**src/rtl/waterfall_pkg.sv**
```systemverilog
// -----------------------------------------------------------------------------
// waterfall_pkg
// Shared constants for the waterfall stage and its front-panel key controller.
//   - DEBOUNCE_CYCLES_DEFAULT / SYNC_STAGES_DEFAULT : parameter defaults
//   - FREQ_DIV*  : freq_set codes understood by the waterfall stage
//   - KEY_START / KEY_FREQ : bit positions inside key_level
//   - freq_next(): successor of a freq_set code (wraps DIV10 -> DIV1)
// -----------------------------------------------------------------------------
package waterfall_pkg;

  localparam int unsigned DEBOUNCE_CYCLES_DEFAULT = 1000000;
  localparam int unsigned SYNC_STAGES_DEFAULT     = 2;

  typedef logic [1:0] freq_code_t;

  localparam freq_code_t FREQ_DIV1  = 2'b00;
  localparam freq_code_t FREQ_DIV2  = 2'b01;
  localparam freq_code_t FREQ_DIV5  = 2'b10;
  localparam freq_code_t FREQ_DIV10 = 2'b11;

  localparam int unsigned KEY_START = 0;
  localparam int unsigned KEY_FREQ  = 1;

  // Each freq-key press steps to the next divider setting, wrapping around.
  function automatic freq_code_t freq_next(input freq_code_t code);
    freq_code_t nxt;
    case (code)
      FREQ_DIV1: nxt = FREQ_DIV2;
      FREQ_DIV2: nxt = FREQ_DIV5;
      FREQ_DIV5: nxt = FREQ_DIV10;
      default:   nxt = FREQ_DIV1;
    endcase
    return nxt;
  endfunction

endpackage

```
**src/rtl/key_debounce.sv**
```systemverilog
// -----------------------------------------------------------------------------
// key_debounce
// Conditions one raw, active-low, bouncy push-button into a clean pressed
// level plus a one-cycle press indication.
//   clk      : system clock, rising edge
//   rst      : synchronous, active-high reset
//   key_n_i  : raw key, active-low, asynchronous to clk
//   level_o  : debounced level, 1 = pressed (registered)
//   press_o  : high for the single cycle after level_o rises (decoded from
//              registers only, so it carries no path from key_n_i)
//
// Pipeline for a clean press whose raw low is first sampled at edge 1:
//   edge SYNC_STAGES              : last synchronizer stage shows the press
//   edges SYNC_STAGES+1 ..        : counter counts 1, 2, ... DEBOUNCE_CYCLES-1
//   edge SYNC_STAGES+DEBOUNCE_CYCLES : level_o rises, press_o high after it
// -----------------------------------------------------------------------------
module key_debounce
  import waterfall_pkg::*;
#(
  parameter int unsigned DEBOUNCE_CYCLES = DEBOUNCE_CYCLES_DEFAULT,
  parameter int unsigned SYNC_STAGES     = SYNC_STAGES_DEFAULT
) (
  input  logic clk,
  input  logic rst,
  input  logic key_n_i,
  output logic level_o,
  output logic press_o
);

  localparam int unsigned      CNT_W    = $clog2(DEBOUNCE_CYCLES + 1);
  localparam logic [CNT_W-1:0] CNT_LAST = CNT_W'(DEBOUNCE_CYCLES - 1);

  logic [SYNC_STAGES-1:0] sync_q, sync_d;
  logic [CNT_W-1:0]       cnt_q, cnt_d;
  logic                   level_q, level_d;
  logic                   level_dly_q;
  logic                   sample;

  // Shift the raw key in at bit 0; the oldest stage is the only one used.
  assign sync_d = {sync_q[SYNC_STAGES-2:0], key_n_i};

  // Convert to the internal pressed-is-1 polarity after synchronization.
  assign sample = ~sync_q[SYNC_STAGES-1];

  // NOTE: every variable assigned in always_comb gets a default first, so no
  // path leaves it unassigned and no latch is inferred.
  always_comb begin
    cnt_d   = cnt_q;
    level_d = level_q;
    if (sample == level_q) begin
      // Any agreement, even for one cycle, restarts the stability window.
      cnt_d = '0;
    end else if (cnt_q == CNT_LAST) begin
      // This edge is the DEBOUNCE_CYCLES-th consecutive differing sample.
      level_d = sample;
      cnt_d   = '0;
    end else begin
      cnt_d = cnt_q + CNT_W'(1);
    end
  end

  // NOTE: sequential state uses non-blocking assignments so every flop samples
  // its inputs from before the edge, independent of statement order.
  always_ff @(posedge clk) begin
    if (rst) begin
      // Synchronizers reset to the released (high) value; a key held through
      // reset is then seen as a fresh press once reset is removed.
      sync_q      <= '1;
      cnt_q       <= '0;
      level_q     <= 1'b0;
      level_dly_q <= 1'b0;
    end else begin
      sync_q      <= sync_d;
      cnt_q       <= cnt_d;
      level_q     <= level_d;
      level_dly_q <= level_q;
    end
  end

  assign level_o = level_q;
  // Rising edge of the debounced level only; releases are ignored.
  assign press_o = level_q & ~level_dly_q;

endmodule

```
**src/rtl/waterfall_key_ctrl.sv**
```systemverilog
// -----------------------------------------------------------------------------
// waterfall_key_ctrl
// Front-panel controller for the waterfall stage: two debounced push-buttons
// generate a start pulse and step the frequency-select code.
//   clk         : system clock, rising edge
//   rst         : synchronous, active-high reset
//   key_start_n : raw start button, active-low, bouncy, asynchronous
//   key_freq_n  : raw frequency-select button, active-low, bouncy, asynchronous
//   start       : one-cycle pulse per start press (registered)
//   freq_set    : frequency code, advances by one per freq press (registered)
//   key_level   : debounced pressed state, bit0 = start, bit1 = freq
//
// A clean press reaches start/freq_set on edge SYNC_STAGES+DEBOUNCE_CYCLES+1
// after the raw input is first sampled low.
// -----------------------------------------------------------------------------
module waterfall_key_ctrl
  import waterfall_pkg::*;
#(
  parameter int unsigned DEBOUNCE_CYCLES = DEBOUNCE_CYCLES_DEFAULT,
  parameter int unsigned SYNC_STAGES     = SYNC_STAGES_DEFAULT
) (
  input  logic       clk,
  input  logic       rst,
  input  logic       key_start_n,
  input  logic       key_freq_n,
  output logic       start,
  output logic [1:0] freq_set,
  output logic [1:0] key_level
);

  logic       press_start, press_freq;
  logic       level_start, level_freq;

  logic       start_q, start_d;
  freq_code_t freq_q, freq_d;

  key_debounce #(
    .DEBOUNCE_CYCLES (DEBOUNCE_CYCLES),
    .SYNC_STAGES     (SYNC_STAGES)
  ) u_key_start (
    .clk     (clk),
    .rst     (rst),
    .key_n_i (key_start_n),
    .level_o (level_start),
    .press_o (press_start)
  );

  key_debounce #(
    .DEBOUNCE_CYCLES (DEBOUNCE_CYCLES),
    .SYNC_STAGES     (SYNC_STAGES)
  ) u_key_freq (
    .clk     (clk),
    .rst     (rst),
    .key_n_i (key_freq_n),
    .level_o (level_freq),
    .press_o (press_freq)
  );

  // The two keys are independent: simultaneous presses both act on the
  // same edge.
  always_comb begin
    start_d = press_start;
    freq_d  = press_freq ? freq_next(freq_q) : freq_q;
  end

  always_ff @(posedge clk) begin
    if (rst) begin
      start_q <= 1'b0;
      freq_q  <= FREQ_DIV1;
    end else begin
      start_q <= start_d;
      freq_q  <= freq_d;
    end
  end

  assign start               = start_q;
  assign freq_set            = freq_q;
  assign key_level[KEY_START] = level_start;
  assign key_level[KEY_FREQ]  = level_freq;

endmodule

```
**config.mk**
```make
export PLATFORM = sky130hd
export DESIGN_NAME = waterfall_key_ctrl
export DESIGN_NICKNAME = d
export VERILOG_FILES = /design/src/rtl/waterfall_pkg.sv /design/src/rtl/key_debounce.sv /design/src/rtl/waterfall_key_ctrl.sv
export SDC_FILE = /design/constraint.sdc
export NUM_CORES = 1
export LEC_CHECK = 0
export ABC_AREA = 1
export CAP_MARGIN = 20
export CORE_UTILIZATION = 50
export CTS_CLUSTER_SIZE = 24
export DETAILED_ROUTE_END_ITERATION = 10
export PLACE_DENSITY = 0.73
export SYNTH_ARGS = -nofsm -noshare
export SYNTH_HDL_FRONTEND = slang
export SYNTH_SLANG_ARGS = --single-unit
```
**constraint.sdc**
```tcl
create_clock -name clk -period 2.7 [get_ports clk]
set_clock_uncertainty 0.1 [all_clocks]
set_input_delay 0.405 -clock clk [delete_from_list [all_inputs] [get_ports clk]]
set_output_delay 0.405 -clock clk [all_outputs]
set_load 0.02 [all_outputs]
```
==> results of run 1 <==
## through the flow
| step | util, % | cell area, µm² | hold WS, ns | setup slack [ns] | instances |
|---|---|---|---|---|---|
| 2_1_floorplan | - | 2519 | 0.2732 | 1.271 | 361 |
| 3_5_place_dp | 55.16 | 2640 | 0.2903 | 0.7308 | 431 |
| 6_report | 57.59 | 2756 | 0.3047 | 0.8967 | 439 |
| 3_3_place_gp | 55.16 | 2640 | 0.2806 | 0.7843 | 431 |
| 5_1_grt | 57.59 | 2756 | 0.3334 | 0.8359 | 439 |
| 4_1_cts | 57.59 | 2756 | 0.3049 | 0.8754 | 439 |
## where the power goes
group / internal (µW) / switching [µW]
logic: 8.40 / 10.8
clock network: 281 / 260
registers: 755 / 1.79
## final timing paths
| path | startpoint | endpoint | slack (ns) | cells after the start |
|---|---|---|---|---|
| max | u_key_start.level_o$_SDFFE_PP0P_ | key_level[0] | 0.90 | 1 |
| min reg2reg | u_key_start.level_dly_q$_SDFF_PP0_ | start$_SDFF_PP0_ | 0.30 | 1 |
| min | u_key_start.level_dly_q$_SDFF_PP0_ | start$_SDFF_PP0_ | 0.30 | 1 |
| max reg2reg | u_key_start.cnt_q[0]$_SDFF_PP0_ | u_key_start.cnt_q[10]$_SDFF_PP0_ | 1.10 | 6 |
## Yosys cell counts, types with 3 or more instances
cell	instances
dfxtp_1	51
xor2_1	15
nor2_4	3
inv_1	42
nor2_1	86
nand2_1	80
or2_2	5
a21oi_1	10
ha_1	4
o21ai_0	4
nor3_1	4
xnor2_1	7
nor2_2	5
nand4_1	6
nand3_1	22
## sequential cells by signal, indices dropped and copies added (netlist names)
register,cells
freq_set,2
start,1
u_key_freq.cnt_q,20
u_key_freq.level_dly_q,1
u_key_freq.level_o,1
u_key_freq.sync_q,2
u_key_start.cnt_q,20
u_key_start.level_dly_q,1
u_key_start.level_o,1
u_key_start.sync_q,2
## cell families after synthesis
kind of cell             after synthesis  share of synthesized area, %
AND/OR/NAND/NOR                      219                         37.95
adder cells (fa/ha/maj)                4                         1.987
XOR/XNOR                              22                         7.650
flip-flops                            51                         40.54
buffers and inverters                 48                         8.196
AO/OA/AOI/OAI                         17                         3.677
## final cells by class
cell class	instances	area, µm²
clock buffer	5	68.82
clock inverter	3	47.55
fill	467	2029
inverter	43	163.9
multi-input combinational	262	1291
sequential	51	1021
tap	67	83.83
timing repair buffer	8	80.08
## metal layers
metal | GRT usage, % | vias to the layer above | routed length [µm]
li1 | - | 1126 | -
met1 | 24.42 | 941 | 2165
met2 | 35.72 | 32 | 2209
met3 | 4.144 | 7 | 170
met4 | 7.407 | 0 | 62
met5 | 0 | - | 0
==> flow_summary_export.csv, run 1 <==
group,metric,value,unit
outcome,status,"complete, no violations",
die,rows,25,
cells_and_area,drive_above_1_share,7.258,%
timing,final-hold-violation-count,0,
timing,slew_headroom,76.26,%
worst_hold_path,hold_path_class,"register to register",
critical_path,critPathKind,"register to output pin",
die,core,4786,µm²
yosys,synth_edf_count,0,
placement,dpl.hpwl,3461,µm
drt,routed_via_density,4.797,
critical_path,cp-end-kind,"output pin",
cts,ctsHoldBuffers,0,
timing,period_share,66.79,%
cts,clk_latency,0.30,ns
cts,cts_root_buf,"clkbuf_8",
placement,port_buffers,8,
yosys,avgSynthCellArea,6.977,µm²
yosys,synth_seq_cells,51,
cells_and_area,nNetsFinal,379,
power_and_ir_drop,power.density,477.8,nW/µm²
grt,grt_pass1_vias,2024,
timing,drv_slew,0,
drt,vias,2106,
timing,rsz0062_at_grt,"no",
grt,grt_pass1_wl,8424,µm
timing,fin_crit,1.803,ns
yosys,yosysTopAreaCell,"dfxtp_1",
timing,fin_setup_tns,0,ns
die,io_pins,9,
cts,htree_levels,2,
critical_path,max_stage_delay,0.62,ns
critical_path,cp.arrival,1.30,ns
die,dieArea,5325,µm²
cells_and_area,syn2layout_area_growth,9.438,%
cts,post_cts_buffers,0,
cts,clkSinkCount,51,
yosys,synth_top_cell_area_share,40.54,%
cts,ctsLongestPathBuffers,2,
die,die_x,72.98,µm
die,die_h,72.98,µm
drt,drtAntennaViolNets,0,
drt,drt_pass1_iterations,5,
critical_path,cp_num_buf_inv,1,
cells_and_area,final_common_cell,"nor2_1",
yosys,yosysSeqAreaShare,40.54,%
critical_path,crit_chain,"clkdlybuf4s50_1",
yosys,syn-instance-count,361,
timing,tightestPinTransition,0.3549,ns
cts,cts_tree,"yes",
run,max-cap-violations,0,
cts,cts.reportedPaths.clkPinSlew,0.09,ns
grt,grt-ovfl-total,0,
power_and_ir_drop,total_power,1317,µW
drt,drc,0,
critical_path,critPathRequiredTime,2.19,ns
yosys,yosys-top-cells-area,"dfxtp_1 41%, nor2_1 13%, nand2_1 12%, inv_1 6.3%, xor2_1 5.2%",
grt,grt_use_total,20.30,%
yosys,synth_area,2519,µm²
critical_path,crit_slowest_cell,"clkdlybuf4s50_1",
grt,grt_max_degree,20,
die,initial_utilization,52.63,%
critical_path,crit_family,"buffers and inverters",
yosys,ys.flop_type,"dfxtp_1",
yosys,async_flop_share,0,%
timing,max_freq,0.5545,GHz
critical_path,worstSetupStartpointType,"register",
critical_path,path_max_fanout,3,
timing,setup_viol,0,
grt,antenna_found_initial,0,
placement,gp_congestion,0.8699,
power_and_ir_drop,vdd_drop_max,0.2888,mV
yosys,yosysWarnings,0,
cts,cts_resized,0,
cells_and_area,antenna_cells,0,
cts,cts-buffers-inserted,5,
drt,drt_wl_total,4608,µm
drt,drt_iter0_drc,84,
power_and_ir_drop,leakage,0.0009519,µW
cells_and_area,final_cell_mix,"86 x nor2_1, 80 x nand2_1, 51 x dfxtp_1, 42 x inv_1, 22 x nand3_1",
drt,wl_per_cell,10.50,µm
yosys,syn-num-nets,369,
yosys,ys_types,28,
Note: power is estimated with default switching activity, not from simulation.
==> run 2, diff against run 1 <==
==> constraint.sdc (replaced) <==
create_clock -name clk -period 1.8 [get_ports clk]
set_clock_uncertainty 0.1 [all_clocks]
set_input_delay 0.27 -clock clk [delete_from_list [all_inputs] [get_ports clk]]
set_output_delay 0.27 -clock clk [all_outputs]
set_load 0.02 [all_outputs]
==> run 2 against run 1 <==
Critical path depth unchanged. Critical path type unchanged. Die area is the same. First-iteration DRC count grew 17%. Cell count rose by 0.46%. Critical endpoint unchanged. Combinational power up 61%. Largest cell class unchanged.
==> flow_summary_export.csv, run 2 (synthesis gave the netlist of run 1 again) <==
group,metric,value,unit
cells_and_area,antenna_cells,0,
cts,ctsHoldBuffers,0,
critical_path,critPathRequiredTime,1.43,ns
cells_and_area,drive_above_1_share,7.754,%
cells_and_area,reg_top3,"u_key_freq.cnt_q: 20 flops, u_key_start.cnt_q: 20 flops",
cells_and_area,final_common_cell,"nor2_1",
drt,drt_iter0_drc,98,
cts,cts-buffers-inserted,5,
timing,hold_ws,0.2994,ns
timing,tightestPinTransition,0.3132,ns
critical_path,cp-end-kind,"output pin",
run,max-cap-violations,0,
die,rows,25,
power_and_ir_drop,total_power,1890,µW
cells_and_area,final_cell_mix,"86 x nor2_1, 80 x nand2_1, 51 x dfxtp_1, 42 x inv_1, 22 x nand3_1",
die,die_h,72.98,µm
critical_path,worstSetupStartpointType,"register",
power_and_ir_drop,leakage,0.0009539,µW
grt,grt-ovfl-total,0,
worst_hold_path,hold_path_class,"register to register",
die,io_pins,9,
grt,grt_max_degree,20,
drt,routed_via_density,4.735,
critical_path,cp_num_buf_inv,1,
cts,cts.reportedPaths.clkPinSlew,0.09,ns
drt,drt_wl_total,4680,µm
grt,grt_pass1_wl,7886,µm
die,core,4786,µm²
cells_and_area,design_area,2759,µm²
cells_and_area,fillers,471,
drt,vias,2088,
critical_path,crit_family,"buffers and inverters",
timing,fin_setup_tns,0,ns
critical_path,max_stage_delay,0.63,ns
timing,max_freq,0.5875,GHz
timing,rsz0062_at_grt,"no",
cts,cts_resized,0,
critical_path,cp.arrival,1.33,ns
critical_path,crit_chain,"clkdlybuf4s50_1",
power_and_ir_drop,power.density,685.0,nW/µm²
die,dieArea,5325,µm²
critical_path,path_max_fanout,3,
cts,clkSinkCount,51,
cts,cts_tree,"yes",
cells_and_area,instances_no_fill,441,
grt,grt_pass1_vias,1844,
timing,drv_slew,0,
cts,ctsLongestPathBuffers,2,
grt,antenna_found_initial,0,
placement,placed_cell_area,2655,µm²
die,die_x,72.98,µm
drt,drt_pass1_iterations,5,
placement,port_buffers,8,
drt,drc,0,
cts,post_cts_buffers,0,
timing,fin_crit,1.702,ns
cells_and_area,syn2layout_area_growth,9.538,%
cts,cts_root_buf,"clkbuf_8",
critical_path,crit_slowest_cell,"clkdlybuf4s50_1",
cells_and_area,nNetsFinal,381,
critical_path,critPathKind,"register to output pin",
grt,grt_use_total,19.30,%
placement,dpl.hpwl,3513,µm
timing,final-hold-violation-count,0,
drt,wl_per_cell,10.61,µm
outcome,status,"complete, no violations",
cts,clk_latency,0.30,ns
timing,setup_viol,0,
placement,gp_congestion,0.8487,
placement,dpl.cell_count,433,
timing,slew_headroom,78.90,%
timing,period_share,94.55,%
die,initial_utilization,52.63,%
power_and_ir_drop,vdd_drop_max,0.3333,mV
drt,drtAntennaViolNets,0,
cts,htree_levels,2,
run 2: through the flow:
stage	worst slack (ns)	utilization (%)
finish	0.09801	57.65
global route	0.06493	57.65
CTS	0.08060	57.65
detailed placement	0.1752	55.48
global placement	0.2466	55.48
floorplan	0.3711	-
run 2: path summary, 6_finish.rpt:
path,from,to,slack [ns],depth (start not counted)
hold / removal,u_key_start.level_dly_q$_SDFF_PP0_,start$_SDFF_PP0_,0.30,1
setup / recovery,u_key_start.level_o$_SDFFE_PP0P_,key_level[0],0.1,1
setup reg to reg,u_key_freq.cnt_q[0]$_SDFF_PP0_,u_key_freq.cnt_q[8]$_SDFF_PP0_,0.23,8
hold reg to reg,u_key_start.level_dly_q$_SDFF_PP0_,start$_SDFF_PP0_,0.30,1
run 2: metal layers:
| layer | share of wire [%] | track usage [%] |
|---|---|---|
| met5 | 0 | 0 |
| met1 | 49 | 24.12 |
| met3 | 3.1 | 4.144 |
| met4 | 1.0 | 7.843 |
| met2 | 47 | 32.29 |
run 2: area by class of cell:
cell class | instances | area (µm²) | area share (%)
Multi-Input combinational cell | 262 | 1291 | 46.80
Timing Repair Buffer | 10 | 95.09 | 3.447
Clock buffer | 7 | 96.34 | 3.492
Inverter | 43 | 163.9 | 5.941
Tap cell | 67 | 83.83 | 3.039
Sequential cell | 51 | 1021 | 37.01
Clock inverter | 1 | 7.507 | 0.2721
run 2: power breakdown:
group	internal [µW]	switching, µW	total [µW]
combinational	14.1	16.7	30.8
clock	350	374	724
sequential	1130	2.41	1140
total	1500	393	1890
